## src/rtl/card_mem_pkg.sv

```systemverilog
`default_nettype none
// ============================================================================
//  Module      : card_mem_pkg
//  Description : Shared card-RAM geometry, requester indices and arbiter
//                state encoding used by the card list engines.
//  Revision    : 1.0 - initial release
// ============================================================================
package card_mem_pkg;

    localparam int RAM_ADDR_W = 10;
    localparam int RAM_DATA_W = 32;

    localparam int REQ_ALLOC  = 0;
    localparam int REQ_ADD    = 1;
    localparam int REQ_REMOVE = 2;
    localparam int REQ_SPLIT  = 3;

    typedef enum logic [1:0] {
        IDLE  = 2'd0,
        OWNED = 2'd1,
        DRAIN = 2'd2
    } arb_state_t;

    // Width of a requester index; a single requester still needs one bit.
    function automatic int ptr_width(input int n);
        return (n > 1) ? $clog2(n) : 1;
    endfunction

endpackage
`default_nettype wire

```

## src/rtl/card_ram_arbiter_rr_pick.sv

```systemverilog
`default_nettype none
// ============================================================================
//  Module      : rr_pick
//  Description : Combinational round-robin selector: first set request at or
//                above the pointer, wrapping, as one-hot plus index.
//  Revision    : 1.0 - initial release
// ============================================================================
module rr_pick
    import card_mem_pkg::*;
#(
    parameter int NUM_REQ = 4,
    parameter int PTR_W   = ptr_width(NUM_REQ)
) (
    input  logic [NUM_REQ-1:0] req,
    input  logic [PTR_W-1:0]   ptr,
    output logic [NUM_REQ-1:0] onehot,
    output logic [PTR_W-1:0]   idx,
    output logic               any
);

    int   w_j;
    logic w_found;

    always_comb begin
        onehot  = '0;
        idx     = '0;
        w_found = 1'b0;
        w_j     = 0;
        for (int k = 0; k < NUM_REQ; k++) begin
            w_j = int'(ptr) + k;
            if (w_j >= NUM_REQ) begin
                w_j = w_j - NUM_REQ;
            end
            if (!w_found && req[w_j]) begin
                onehot[w_j] = 1'b1;
                idx         = PTR_W'(w_j);
                w_found     = 1'b1;
            end
        end
    end

    assign any = w_found;

endmodule
`default_nettype wire

```

## src/rtl/card_ram_arbiter.sv

```systemverilog
`default_nettype none
// ============================================================================
//  Module      : card_ram_arbiter
//  Description : Round-robin ownership arbiter for the shared 1024x32 card RAM.
//                Optional ownership timeout: define CARD_RAM_ARB_TIMEOUT_EN.
//  Revision    : 1.0 - initial release
// ============================================================================
module card_ram_arbiter
    import card_mem_pkg::*;
#(
    parameter int NUM_REQ = 4,
    parameter int ADDR_W  = RAM_ADDR_W,
    parameter int DATA_W  = RAM_DATA_W
`ifdef CARD_RAM_ARB_TIMEOUT_EN
    ,
    parameter int TIMEOUT_CYCLES = 1024
`endif
) (
    input  logic                      clock,
    input  logic                      reset,
    input  logic [NUM_REQ-1:0]        req,
    input  logic [NUM_REQ-1:0]        release_pulse,
    input  logic [NUM_REQ-1:0]        acc_valid,
    input  logic [NUM_REQ-1:0]        acc_wren,
    input  logic [NUM_REQ*ADDR_W-1:0] acc_addr,
    input  logic [NUM_REQ*DATA_W-1:0] acc_data,
    output logic [NUM_REQ-1:0]        gnt,
    output logic [NUM_REQ-1:0]        rd_valid,
    output logic [DATA_W-1:0]         rd_data,
    output logic                      busy,
    output logic                      timeout_err,
    output logic [ADDR_W-1:0]         ram_address,
    output logic                      ram_clock,
    output logic [DATA_W-1:0]         ram_data,
    output logic                      ram_wren,
    input  logic [DATA_W-1:0]         ram_q
);

    localparam int         PTR_W      = ptr_width(NUM_REQ);
    localparam logic [1:0] C_ST_IDLE  = IDLE;
    localparam logic [1:0] C_ST_OWNED = OWNED;
    localparam logic [1:0] C_ST_DRAIN = DRAIN;

    logic [1:0]         r_state;
    logic [NUM_REQ-1:0] r_gnt;
    logic [NUM_REQ-1:0] r_rd_valid;
    logic [PTR_W-1:0]   r_owner;
    logic [PTR_W-1:0]   r_ptr;
    logic [PTR_W-1:0]   w_ptr_next;
    logic [NUM_REQ-1:0] w_pick_onehot;
    logic [PTR_W-1:0]   w_pick_idx;
    logic               w_pick_any;
    logic               w_owned;
    logic               w_acc_valid;
    logic               w_acc_wren;
    logic               w_rel;
    logic               w_exit;

    rr_pick #(
        .NUM_REQ (NUM_REQ),
        .PTR_W   (PTR_W)
    ) u_rr_pick (
        .req    (req),
        .ptr    (r_ptr),
        .onehot (w_pick_onehot),
        .idx    (w_pick_idx),
        .any    (w_pick_any)
    );

    assign w_owned     = (r_state == C_ST_OWNED);
    assign w_acc_valid = w_owned && acc_valid[r_owner];
    assign w_acc_wren  = acc_wren[r_owner];
    // A dropped request ends ownership exactly like an explicit release.
    assign w_rel       = release_pulse[r_owner] || !req[r_owner];
    assign w_ptr_next  = (r_owner == PTR_W'(NUM_REQ - 1)) ? '0 : r_owner + 1'b1;

`ifdef CARD_RAM_ARB_TIMEOUT_EN
    localparam int C_CNT_W = (TIMEOUT_CYCLES > 2) ? $clog2(TIMEOUT_CYCLES) : 1;

    logic [C_CNT_W-1:0] r_cnt;
    logic               r_timeout_err;
    logic               w_timeout;

    assign w_timeout = w_owned && (r_cnt == C_CNT_W'(TIMEOUT_CYCLES - 1));
    assign w_exit    = w_owned && (w_rel || w_timeout);

    always_ff @(posedge clock) begin
        if (reset) begin
            r_cnt         <= '0;
            r_timeout_err <= 1'b0;
        end else begin
            r_timeout_err <= w_timeout && !w_rel;
            if (r_state == C_ST_IDLE) begin
                r_cnt <= '0;
            end else if (w_owned) begin
                r_cnt <= r_cnt + 1'b1;
            end
        end
    end

    assign timeout_err = r_timeout_err;
`else
    assign w_exit      = w_owned && w_rel;
    assign timeout_err = 1'b0;
`endif

    always_ff @(posedge clock) begin
        if (reset) begin
            r_state    <= C_ST_IDLE;
            r_gnt      <= '0;
            r_owner    <= '0;
            r_ptr      <= '0;
            r_rd_valid <= '0;
        end else begin
            r_rd_valid <= (w_acc_valid && !w_acc_wren) ? r_gnt : '0;
            case (r_state)
                C_ST_IDLE: begin
                    if (w_pick_any) begin
                        r_gnt   <= w_pick_onehot;
                        r_owner <= w_pick_idx;
                        r_state <= C_ST_OWNED;
                    end
                end
                C_ST_OWNED: begin
                    if (w_exit) begin
                        r_gnt   <= '0;
                        r_ptr   <= w_ptr_next;
                        r_state <= C_ST_DRAIN;
                    end
                end
                C_ST_DRAIN: begin
                    r_state <= C_ST_IDLE;
                end
                default: begin
                    r_gnt   <= '0;
                    r_state <= C_ST_IDLE;
                end
            endcase
        end
    end

    assign gnt         = r_gnt;
    assign rd_valid    = r_rd_valid;
    assign rd_data     = ram_q;
    assign busy        = (r_state != C_ST_IDLE);
    assign ram_clock   = clock;
    assign ram_wren    = w_acc_valid && w_acc_wren;
    assign ram_address = w_owned ? acc_addr[r_owner*ADDR_W +: ADDR_W] : '0;
    assign ram_data    = w_owned ? acc_data[r_owner*DATA_W +: DATA_W] : '0;

endmodule
`default_nettype wire

```

## config.mk

```make
export PLATFORM = sky130hd
export DESIGN_NAME = card_ram_arbiter
export DESIGN_NICKNAME = d
export VERILOG_FILES = /design/src/rtl/card_mem_pkg.sv /design/src/rtl/card_ram_arbiter_rr_pick.sv /design/src/rtl/card_ram_arbiter.sv
export SDC_FILE = /design/constraint.sdc
export NUM_CORES = 1
export LEC_CHECK = 0
export BUFFER_PORTS_ARGS = -buffer_cell sky130_fd_sc_hd__clkbuf_2
export CAP_MARGIN = 5
export CORE_AREA = 5 5 115 117
export DETAILED_ROUTE_END_ITERATION = 7
export DIE_AREA = 0 0 120 122
export HOLD_SLACK_MARGIN = 0.1
export SLEW_MARGIN = 5
export SYNTH_ARGS = -nofsm -noshare
export SYNTH_HDL_FRONTEND = slang
export SYNTH_SLANG_ARGS = --single-unit
```

## constraint.sdc

```tcl
create_clock -name clock -period 3.35 [get_ports clock]
set_input_delay 0 -clock clock [delete_from_list [all_inputs] [get_ports clock]]
set_output_delay 0 -clock clock [all_outputs]
set_load 0.01 [all_outputs]
```

== Word level (Yosys, flattened, before mapping) ==
Cells that the tools add are included.
Storage, ports and cells
  bits of input ports: 218
  word-level logic and storage cells: 116
  output and inout port bits: 86
  register bits: 14
Cells by class
  equality and inequality tests: 5
  reduce and logical (&&, ||, !) cells: 24
  mux-type cells: 53
  bitwise operators: 5
  add/subtract/negate cells: 8
  order comparisons: 13
  shifts and indexed selects: 2
  multipliers: 1
Operators by type and width (count)
  two-way mux 32 bit: 5
  greater-or-equal comparator 32 x 1 -> 1 bit (second input constant): 4
  < comparator 32 x 4 -> 1 bit (second input constant): 4
  variable part select 128 x 8 -> 32 bit: 1
  greater-or-equal comparator 32 x 4 -> 1 bit (second input constant): 3
  subtractor 32 x 4 -> 32 bit (second input constant): 3
  variable part select 40 x 7 -> 10 bit: 1
  two-way mux 4 bit: 6
  two-way mux 1 bit: 20
  binary-select mux 1 bit (select 2 bit): 8
  two-way mux 2 bit: 7
  bitwise OR 4 bit: 3
  one-hot mux 4 bit (3 select lines): 1
  logical AND 1 bit: 11
  two-way mux 10 bit: 1
  demux 1 bit (select 2 bit): 4
  adder 2 x 2 -> 3 bit (second input constant): 2
  AND reduction 2 bit: 3
  zero test 1 bit: 5
  multiplier 2 x 3 -> 5 bit (second input constant): 1
  equality test 2 bit (second input constant): 2
  inequality test 2 x 1 -> 1 bit (second input constant): 2
  one-hot mux 2 bit (2 select lines): 1
  subtractor 2 x 3 -> 4 bit (second input constant): 1
  other kinds (11): 12

== Longest topological paths before layout ==
Gate-level depths: netlist of run 1.
  word-level depth: 17
  mapped depth: 9
  depth with buffers taken out: 7

== By module ==
Synthesis of run 1 repeated with hierarchy kept, for this count alone.
Second synthesis, totals
  cells, all modules: 250
  area, all modules: 2753.9 um^2
By module, submodules not included
  card_ram_arbiter: sequential area each 280.3 um^2, area an instance 2297.2 um^2, times used 1, cells an instance 202
  rr_pick: sequential area each 0.0 um^2, area an instance 456.7 um^2, times used 1, cells an instance 48

==> metrics.txt, run 1 <==
Die X-Extent=120 um; maximum buffer depth of the clock tree=2; Crit path arrival time=2910 ps; cells along the critical path=inv_1 > ha_1 > mux2_2 > mux2i_1 > a31oi_1 > o21ai_1 > a221oi_1; drt first-iter violations=128; number of core rows=41; Hold/Removal Path Class=in2reg; kind of critical path=reg2reg; total power density per cell area=324.1 mW/mm2; data required time of the critical path=3470 ps; fraction of final layout cells sized beyond drive strength 1=60.68%; unrepaired setup endpoints after global routing=false; via count of the routed design=3203; CTS tree=built; initial antenna violation count=0; layout-stage area growth over the synthesis result=51.57%; Setup crit start=r_ptr[1]$_SDFFE_PP0P_; post-route cell area=0.004222 mm2; leading cell types in the layout, fill and taps excluded=sky130_fd_sc_hd__clkbuf_2 (238), sky130_fd_sc_hd__nor2b_1 (51), sky130_fd_sc_hd__mux4_2 (45), sky130_fd_sc_hd__dlygate4sd3_1 (33); H-tree levels=1; cell area reported after detailed placement=0.003811 mm2; worst reg2reg path startpoint=r_ptr[1]$_SDFFE_PP0P_; Final Max Slew Viols=0; DRC errors left=0; Cell variety after synth=45; mean instance size in the synthesized netlist=9.947 um2; overall power consumption=1.368 mW; overall die height=122 um; number of global-route vias before repair=3291; number of buffers inserted during clock tree synthesis=3; Post-Route WL=11860 um; first-pass GRT wire length=16670 um; latest clock arrival within the worst-skew pair=250 ps; placeable core region=0.01226 mm2; dpl hpwl=9543 um; Final min period=2787 ps; IO Count=304; buffer and inverter count on the worst path=1; Peak supply drop=0.1856 mV; vias per inst=4.920; commonest non-fill, non-tap cell in the layout=sky130_fd_sc_hd__clkbuf_2; critical path startpoint category=flop; max-cap viol count=0; max-slew headroom at the worst pin=58.11%; post-route clock skew=1.940 ps; Main synth FF type=sky130_fd_sc_hd__dfxtp_1; synthesized flop and latch total=14; Initial Util=22.72%; final worst-path cycle share=83.19%; final core utilization=34.43%; number of hold buffers added after CTS=33; netlist area before placement=0.002785 mm2; post-route antenna net violation count=0; number of nets at the end of the flow=725; Placer Congestion=0.8649; port bufs=238; count of instances resized after the clock tree is built=0; GRT Total Usage=14.02%; detail-routed net length per standard cell=18.22 um; post-CTS setup buffers=0; number of flops mapped to enable cells by yosys=0; startpoint of the worst hold path=acc_wren[3]; longest individual stage delay on the worst path=650 ps; nets in the synthesized netlist=503; reported leakage power=1.941 nW; number of detailed-route iterations in the first pass=4; count of synthesis-stage warnings from yosys=0; result of the run=completed; cell with the largest stage delay on the worst path=sky130_fd_sc_hd__ha_1; clock tree root buffer cell=sky130_fd_sc_hd__clkbuf_16; register clock-pin slew on the reported worst setup and hold paths=50 ps; delay-heaviest family, CP=multiplexers; total gr overflow=0; total of fill cells in the finished design=1260; worst-path maximum fanout=14; fmax=358.8 MHz; Die Outline Area=0.01464 mm2; gate count of the mapped netlist=280; antenna cells=0; maximum number of pins on one net before global-route repair=32; total negative slack=0 ps; count of final hold-check violations=0; worst slew pin tran=628.3 ps; endpoints failing setup=0; CP Capture Type=flop; Synth async-reset ratio=0%; portion of the post-synthesis area used by sequential elements=10.06%
## logic make-up (layout without fill, tap and decap cells)
group	Yosys count	in the layout	synth area share, %
AO/OA/AOI/OAI	39	39	10.20
adder cells (fa/ha/maj)	5	5	2.246
buffers and inverters	62	283	14.55
flip-flops	14	14	10.06
multiplexers	57	57	41.69
other	1	1	0.1346
AND/OR/NAND/NOR	102	102	21.11
## path summary, 6_finish.rpt
check	to	slack, ps	depth (start not counted)
worst max-delay path	r_owner[1]$_SDFFE_PP0P_	560	7
worst min-delay path	rd_valid[1]$_SDFF_PP0_	330	4
worst max register to register	r_owner[1]$_SDFFE_PP0P_	560	7
worst min register to register	rd_valid[3]$_SDFF_PP0_	500	1
## tightest hold or removal path, stage by stage
cell and delay (ps):
sky130_fd_sc_hd__clkbuf_2 80, sky130_fd_sc_hd__mux4_2 230, sky130_fd_sc_hd__nor4_1 70, sky130_fd_sc_hd__and2_1 150
## power breakdown
part,internal (mW),total [mW],switching [mW]
combinational,0.479,0.856,0.377
sequential,0.185,0.254,0.0690
clock,0.168,0.258,0.0901
total,0.832,1.37,0.536
## flip-flops by register name (all words and copies together) (netlist names)
| name | count |
|---|---|
| r_owner | 2 |
| r_ptr | 2 |
| gnt | 4 |
| r_state | 2 |
| rd_valid | 4 |
## through the flow
stage	setup WS [ps]	hold WS [ps]	cells
after floorplan	1131	91.77	280
after global placement	751.6	0.06862	614
after detailed placement	642.8	0.06862	614
after CTS	609.6	330.6	651
after global routing	344.0	357.7	651
final	563.1	328.9	651
## cells in the mapped netlist, drive strengths merged, types with 2 or more instances
master / instances / area share [%]
nor2b: 51 / 11
buf: 49 / 13
mux4: 46 / 37
dfxtp: 14 / 10
o21ai: 14 / 2.5
nand2: 12 / 1.6
nor2: 10 / 1.3
clkbuf: 9 / 1.2
a21oi: 7 / 1.3
mux2: 6 / 2.6
ha: 5 / 2.2
mux2i: 5 / 1.8
nand4: 5 / 1.1
a22o: 4 / 1.3
and2: 4 / 0.90
inv: 4 / 0.54
nand3: 4 / 0.72
nand2b: 3 / 0.67
nor3: 3 / 0.54
o31ai: 3 / 0.81
a2111oi: 2 / 1.5
a31oi: 2 / 0.45
nand3b: 2 / 0.54
nor4: 2 / 0.45
or3b: 2 / 0.63
## per-layer routing
metal | wire length, um | vias to the layer above | part of all wire (%) | global-route usage [%]
met3 | 1132 | 12 | 9.5 | 3.993
met2 | 6187 | 202 | 52 | 25.04
met4 | 85 | 0 | 0.72 | 1.432
met5 | 0 | - | 0 | 0
li1 | - | 1469 | - | -
met1 | 4455 | 1520 | 38 | 17.41
## layout make-up
class | instances | area (um2) | area share [%]
Tap cell | 150 | 187.7 | 4.446
Sequential cell | 14 | 285.3 | 6.758
Clock buffer | 4 | 80.08 | 1.897
Timing Repair Buffer | 274 | 1546 | 36.63
Inverter | 4 | 15.01 | 0.3557
Multi-Input combinational cell | 204 | 2102 | 49.79
Clock inverter | 1 | 5.005 | 0.1186
Power figures use the tool's default switching activity.
==> run 2: changes to the inputs <==
==> constraint.sdc (replaced) <==
create_clock -name clock -period 2.4 [get_ports clock]
set_input_delay 0 -clock clock [delete_from_list [all_inputs] [get_ports clock]]
set_output_delay 0 -clock clock [all_outputs]
set_load 0.01 [all_outputs]
==> run 2 against run 1 <==
Against the previous run: worst setup slack got worse by 380 ps; worst hold slack improved by 8.7 ps; non-clock buffer count rose by 5; critical path depth did not move; sequential power rose by 24%; count of clock-buffer cells in the layout did not move; via count fell by 0.19%; die area did not move; clock power rose by 36%; combinational power rose by 47%.
==> metrics.txt, run 2 (synthesis gave the netlist of run 1 again) <==
CP Capture Type=flop (unchanged); maximum number of pins on one net before global-route repair=39 (was 32); drt first-iter violations=116 (was 128); Die Outline Area=0.01464 mm2 (unchanged); Final min period=2217 ps (was 2787 ps); dpl hpwl=9454 um (was 9543 um); post-route antenna net violation count=0 (unchanged); Die X-Extent=120 um (unchanged); minimum setup slack among reg-to-reg paths=180 ps (was 560 ps); max-cap viol count=0 (unchanged); fraction of final layout cells sized beyond drive strength 1=61.07% (was 60.68%); latest clock arrival within the worst-skew pair=240 ps (was 250 ps); number of buffers inserted during clock tree synthesis=3 (unchanged); placeable core region=0.01226 mm2 (unchanged); total gr overflow=0 (unchanged); number of detailed-route iterations in the first pass=4 (unchanged); DRC errors left=0 (unchanged); leading cell types in the layout, fill and taps excluded=sky130_fd_sc_hd__clkbuf_2 (238), sky130_fd_sc_hd__nor2b_1 (51), sky130_fd_sc_hd__mux4_2 (45), sky130_fd_sc_hd__dlygate4sd3_1 (33) (unchanged); kind of critical path=reg2reg (unchanged); smallest hold slack=337.6 ps (was 328.9 ps); Placer Congestion=0.8185 (was 0.8649); total negative slack=0 ps (unchanged); port bufs=238 (unchanged); number of core rows=41 (unchanged); post-CTS setup buffers=0 (unchanged); count of final hold-check violations=0 (unchanged); vias per inst=4.873 (was 4.920); endpoints failing setup=0 (unchanged); clock tree root buffer cell=sky130_fd_sc_hd__clkbuf_16 (unchanged); total power density per cell area=448.9 mW/mm2 (was 324.1 mW/mm2); Peak supply drop=0.2431 mV (was 0.1856 mV); worst-path maximum fanout=14 (unchanged); number of nets at the end of the flow=730 (was 725); Final Max Slew Viols=0 (unchanged); Initial Util=22.72% (unchanged); layout-stage area growth over the synthesis result=53.82% (was 51.57%); IO Count=304 (unchanged); CTS tree=built (unchanged); Crit path arrival time=2400 ps (was 2910 ps); commonest non-fill, non-tap cell in the layout=sky130_fd_sc_hd__clkbuf_2 (unchanged); fmax=451.1 MHz (was 358.8 MHz); unrepaired setup endpoints after global routing=false (unchanged); critical path startpoint category=flop (unchanged); first-pass GRT wire length=16210 um (was 16670 um); final worst-path cycle share=92.37% (was 83.19%); worst reg2reg path startpoint=r_ptr[0]$_SDFFE_PP0P_ (was r_ptr[1]$_SDFFE_PP0P_); GRT Total Usage=13.57% (was 14.02%); data required time of the critical path=2590 ps (was 3470 ps); number of global-route vias before repair=3239 (was 3291); Setup crit start=r_ptr[0]$_SDFFE_PP0P_ (was r_ptr[1]$_SDFFE_PP0P_); register clock-pin slew on the reported worst setup and hold paths=50 ps (about the same); Critical Path Sink=gnt[2]$_SDFFE_PP0P_ (was r_owner[1]$_SDFFE_PP0P_); maximum buffer depth of the clock tree=2 (unchanged); register cell area after layout=285.3 um2 (unchanged); worst slew pin tran=658.1 ps (was 628.3 ps); via count of the routed design=3197 (was 3203); reported leakage power=1.969 nW (was 1.941 nW); Hold/Removal Path Class=in2reg (unchanged); detail-routed net length per standard cell=17.57 um (was 18.22 um); hold-critical path depth=4 (unchanged); max-slew headroom at the worst pin=55.72% (was 58.11%); post-route clock skew=2.260 ps (was 1.940 ps); multi-input gate area in the final layout=0.002115 mm2 (was 0.002102 mm2); result of the run=completed (unchanged); total of fill cells in the finished design=1249 (was 1260); H-tree levels=1 (unchanged); initial antenna violation count=0 (unchanged); cell depth of the worst flop-to-flop path=7 (unchanged); Reg2Reg Capture Point=gnt[2]$_SDFFE_PP0P_ (was r_owner[1]$_SDFFE_PP0P_); antenna cells=0 (unchanged); overall die height=122 um (unchanged); Post-Route WL=11530 um (was 11860 um)
[run 2: changes by cell type in the layout (fill, tap and decap cells not counted)]
| cell | previous run | this run |
|---|---|---|
| sky130_fd_sc_hd__a2111oi_2 | 1 | 0 |
| sky130_fd_sc_hd__buf_12 | 0 | 1 |
| sky130_fd_sc_hd__a2111oi_4 | 1 | 2 |
| sky130_fd_sc_hd__buf_4 | 4 | 8 |
[run 2: stage by stage]
step / cell area, um2 / total power [mW] / instances / utilization [%] / worst slack, ps
6_report: 4284 / 1.923 / 656 / 34.94 / 183.1
2_1_floorplan: 2785 / 1.205 / 280 / - / 181.0
4_1_cts: 4272 / 1.941 / 656 / 34.84 / 143.5
3_3_place_gp: 3861 / 1.521 / 619 / 31.49 / 287.0
5_1_grt: 4284 / 2.063 / 656 / 34.94 / 59.25
3_5_place_dp: 3861 / 1.545 / 619 / 31.49 / 156.5
[run 2: per-layer routing]
metal	GRT usage, %	share of wire [%]
met1	17.07	37
met2	24.27	53
met5	0	0
met4	1.432	0.67
met3	3.435	9.9
[run 2: what timing repair did]
action | CTS | global route
gates resized for setup | 0 | 1
endpoints found under the setup margin | 0 | 2
hold buffers | 33 | 0
hold endpoints to repair | 36 | 0
[run 2: where the power goes]
part	leakage, nW	internal (mW)	switching (mW)
clock	0.0450	0.234	0.116
sequential	0.115	0.259	0.0562
combinational	1.81	0.693	0.566
[run 2: layout make-up]
cell class	instances	share of cell area [%]
Clock buffer	4	1.869
Clock inverter	1	0.1168
Inverter	4	0.3505
Multi-Input combinational cell	204	49.36
Sequential cell	14	6.659
Tap cell	150	4.381
Timing Repair Buffer	279	37.27
[run 2: critical path, stage by stage, from the launching register on]
cell	delay, ps
sky130_fd_sc_hd__dfxtp_1	340
sky130_fd_sc_hd__inv_2	40
sky130_fd_sc_hd__ha_1	480
sky130_fd_sc_hd__or3b_1	460
sky130_fd_sc_hd__a2111oi_4	440
sky130_fd_sc_hd__o21ai_0	180
sky130_fd_sc_hd__nand4_1	100
sky130_fd_sc_hd__a22o_1	120
[run 2: worst min-delay path by stage]
stage | slack [ps] | from | end
global route | 360 | release_pulse[3] | r_state[1]$_SDFFE_PP0P_
floorplan | 90 | clock | ram_clock
detailed placement | 0.07 | ram_q[14] | rd_data[14]
global placement | 0.07 | ram_q[14] | rd_data[14]
CTS | 340 | acc_wren[2] | rd_valid[1]$_SDFF_PP0_
finish | 340 | acc_wren[2] | rd_valid[1]$_SDFF_PP0_
==> run 3: changes to the inputs <==
--- a/config.mk
+++ b/config.mk
@@ -8,6 +8,8 @@
 export BUFFER_PORTS_ARGS = -buffer_cell sky130_fd_sc_hd__clkbuf_2
 export CAP_MARGIN = 5
 export CORE_AREA = 5 5 115 117
+export CTS_BUF_LIST = sky130_fd_sc_hd__clkbuf_4 sky130_fd_sc_hd__clkbuf_8 sky130_fd_sc_hd__clkbuf_16
+export CTS_CLUSTER_SIZE = 20
 export DETAILED_ROUTE_END_ITERATION = 7
 export DIE_AREA = 0 0 120 122
 export HOLD_SLACK_MARGIN = 0.1
==> run 3 against run 2 <==
Against the previous run: clock power is 76% higher; sequential cell count is the same; sequential share of layout area shrank 0.13 points; first-iteration DRC count up 11%; final area rose by 2.0%; worst setup slack worse by 13 ps; sequential power about the same; worst hold slack got worse by 110 ps; die area unchanged.
==> metrics.txt, run 3 (synthesis gave the netlist of run 1 again) <==
layout-stage area growth over the synthesis result=56.83% (was 53.82%); endpoints failing setup=0 (unchanged); Die Outline Area=0.01464 mm2 (unchanged); kind of critical path=reg2reg (unchanged); latest clock arrival within the worst-skew pair=360 ps (was 240 ps); Hold/Removal Path Class=in2reg (unchanged); clock network fraction of total power=28.2% (was 18.2%); Final min period=2230 ps (was 2217 ps); Final Max Slew Viols=0 (unchanged); total negative slack=0 ps (unchanged); fraction of final layout cells sized beyond drive strength 1=61.30% (was 61.07%); max-cap viol count=0 (unchanged); vias per inst=4.854 (was 4.873); overall die height=122 um (unchanged); CP Capture Type=flop (unchanged); leading cell types in the layout, fill and taps excluded=sky130_fd_sc_hd__clkbuf_2 (238), sky130_fd_sc_hd__nor2b_1 (51), sky130_fd_sc_hd__mux4_2 (45), sky130_fd_sc_hd__dlygate4sd3_1 (33) (unchanged); final worst-path cycle share=92.91% (was 92.37%); combinational share of power=57.5% (was 65.5%); worst-path maximum fanout=14 (unchanged); unrepaired setup endpoints after global routing=false (unchanged); worst slew pin tran=629.3 ps (was 658.1 ps); P_sw=0.7646 mW (was 0.7382 mW); via count of the routed design=3199 (was 3197); overall power consumption=2.192 mW (was 1.923 mW); first-pass GRT wire length=16390 um (was 16210 um); max-slew headroom at the worst pin=57.66% (was 55.72%); antenna cells=0 (unchanged); sequential group share of total power=14.4% (was 16.4%); detail-routed net length per standard cell=17.73 um (was 17.57 um); setup slack after layout=170.2 ps (was 183.1 ps); critical path startpoint category=flop (unchanged); smallest hold slack=230.2 ps (was 337.6 ps); total of fill cells in the finished design=1237 (was 1249); Peak supply drop=0.2314 mV (was 0.2431 mV); sw frac=34.88% (was 38.39%); cell internal power dissipation=1.427 mW (was 1.185 mW); result of the run=completed (unchanged); IO Count=304 (unchanged); port bufs=238 (unchanged); number of nets at the end of the flow=733 (was 730); drt first-iter violations=129 (was 116); post-route antenna net violation count=0 (unchanged); total gr overflow=0 (unchanged); data required time of the critical path=2700 ps (was 2590 ps); post-route clock skew=3.855 ps (was 2.260 ps); commonest non-fill, non-tap cell in the layout=sky130_fd_sc_hd__clkbuf_2 (unchanged); reported leakage power=2.009 nW (was 1.969 nW); total power density per cell area=501.8 mW/mm2 (was 448.9 mW/mm2); pre-CTS setup slack=156.5 ps (unchanged); number of core rows=41 (unchanged); register clock-pin slew on the reported worst setup and hold paths=50 ps (about the same); Post-Route WL=11690 um (was 11530 um); initial antenna violation count=0 (unchanged); number of detailed-route iterations in the first pass=4 (unchanged); CTS tree=built (unchanged); Crit path arrival time=2530 ps (was 2400 ps); DRC errors left=0 (unchanged); number of global-route vias before repair=3293 (was 3239); Die X-Extent=120 um (unchanged); fmax=448.5 MHz (was 451.1 MHz); placeable core region=0.01226 mm2 (unchanged); dpl hpwl=9454 um (unchanged); maximum number of pins on one net before global-route repair=39 (unchanged); post-CTS setup buffers=0 (unchanged); Placer Congestion=0.8185 (unchanged); Initial Util=22.72% (unchanged); GRT Total Usage=13.91% (was 13.57%); count of final hold-check violations=0 (unchanged)
==> run 3: changes by cell type in the layout (fill, tap and decap cells not counted) <==
| cell | before | now |
|---|---|---|
| sky130_fd_sc_hd__clkbuf_8 | 0 | 1 |
| sky130_fd_sc_hd__clkbuf_16 | 3 | 6 |
| sky130_fd_sc_hd__clkinv_2 | 1 | 0 |
==> run 3: per-layer routing <==
layer | vias up | track usage (%) | wire (um)
met5 | - | 0 | 0
met3 | 11 | 4.039 | 1141
met2 | 194 | 24.38 | 6132
li1 | 1485 | - | -
met1 | 1509 | 17.07 | 4304
met4 | 0 | 2.792 | 107
==> run 3: final timing paths <==
path	from	endpoint	slack, ps	cells past startpoint
min	acc_wren[2]	rd_valid[1]$_SDFF_PP0_	230	4
max	r_ptr[0]$_SDFFE_PP0P_	gnt[2]$_SDFFE_PP0P_	170	7
max reg2reg	r_ptr[0]$_SDFFE_PP0P_	gnt[2]$_SDFFE_PP0P_	170	7
min reg2reg	gnt[3]$_SDFFE_PP0P_	rd_valid[3]$_SDFF_PP0_	500	1
==> run 3: power by group through the flow <==
stage	clock, mW	combinational, mW	sequential [mW]
6_report	0.617	1.26	0.315
5_1_grt	0.653	1.36	0.323
4_1_cts	0.632	1.26	0.319
3_5_place_dp	0.0251	1.20	0.323
3_3_place_gp	0.0251	1.17	0.323
2_1_floorplan	0.0343	0.887	0.284
==> run 3: cell type report <==
| cell class | instances | area (um2) | area share, % |
|---|---|---|---|
| Timing Repair Buffer | 279 | 1597 | 36.55 |
| Clock buffer | 8 | 168.9 | 3.867 |
| Inverter | 4 | 15.01 | 0.3437 |
| Multi-Input combinational cell | 204 | 2115 | 48.41 |
| Tap cell | 150 | 187.7 | 4.297 |
| Sequential cell | 14 | 285.3 | 6.531 |
==> run 3: worst max-delay path, stage by stage (launching register included) <==
cell and delay [ps]:
sky130_fd_sc_hd__dfxtp_1 340, sky130_fd_sc_hd__inv_2 40, sky130_fd_sc_hd__ha_1 480, sky130_fd_sc_hd__or3b_1 460
sky130_fd_sc_hd__a2111oi_4 450, sky130_fd_sc_hd__o21ai_0 180, sky130_fd_sc_hd__nand4_1 100, sky130_fd_sc_hd__a22o_1 120
==> run 3: repair_timing <==
| action | CTS | global route |
|---|---|---|
| hold endpoints to repair | 38 | 0 |
| gates resized for setup | 0 | 1 |
| endpoints found under the setup margin | 0 | 2 |
| hold buffers | 33 | 0 |
==> run 3: stage by stage <==
step | std cells | util, % | instance area [um2]
after floorplan | 280 | - | 2785
after global placement | 619 | 31.49 | 3861
after detailed placement | 619 | 31.49 | 3861
after CTS | 659 | 35.52 | 4355
after global routing | 659 | 35.63 | 4368
final | 659 | 35.63 | 4368
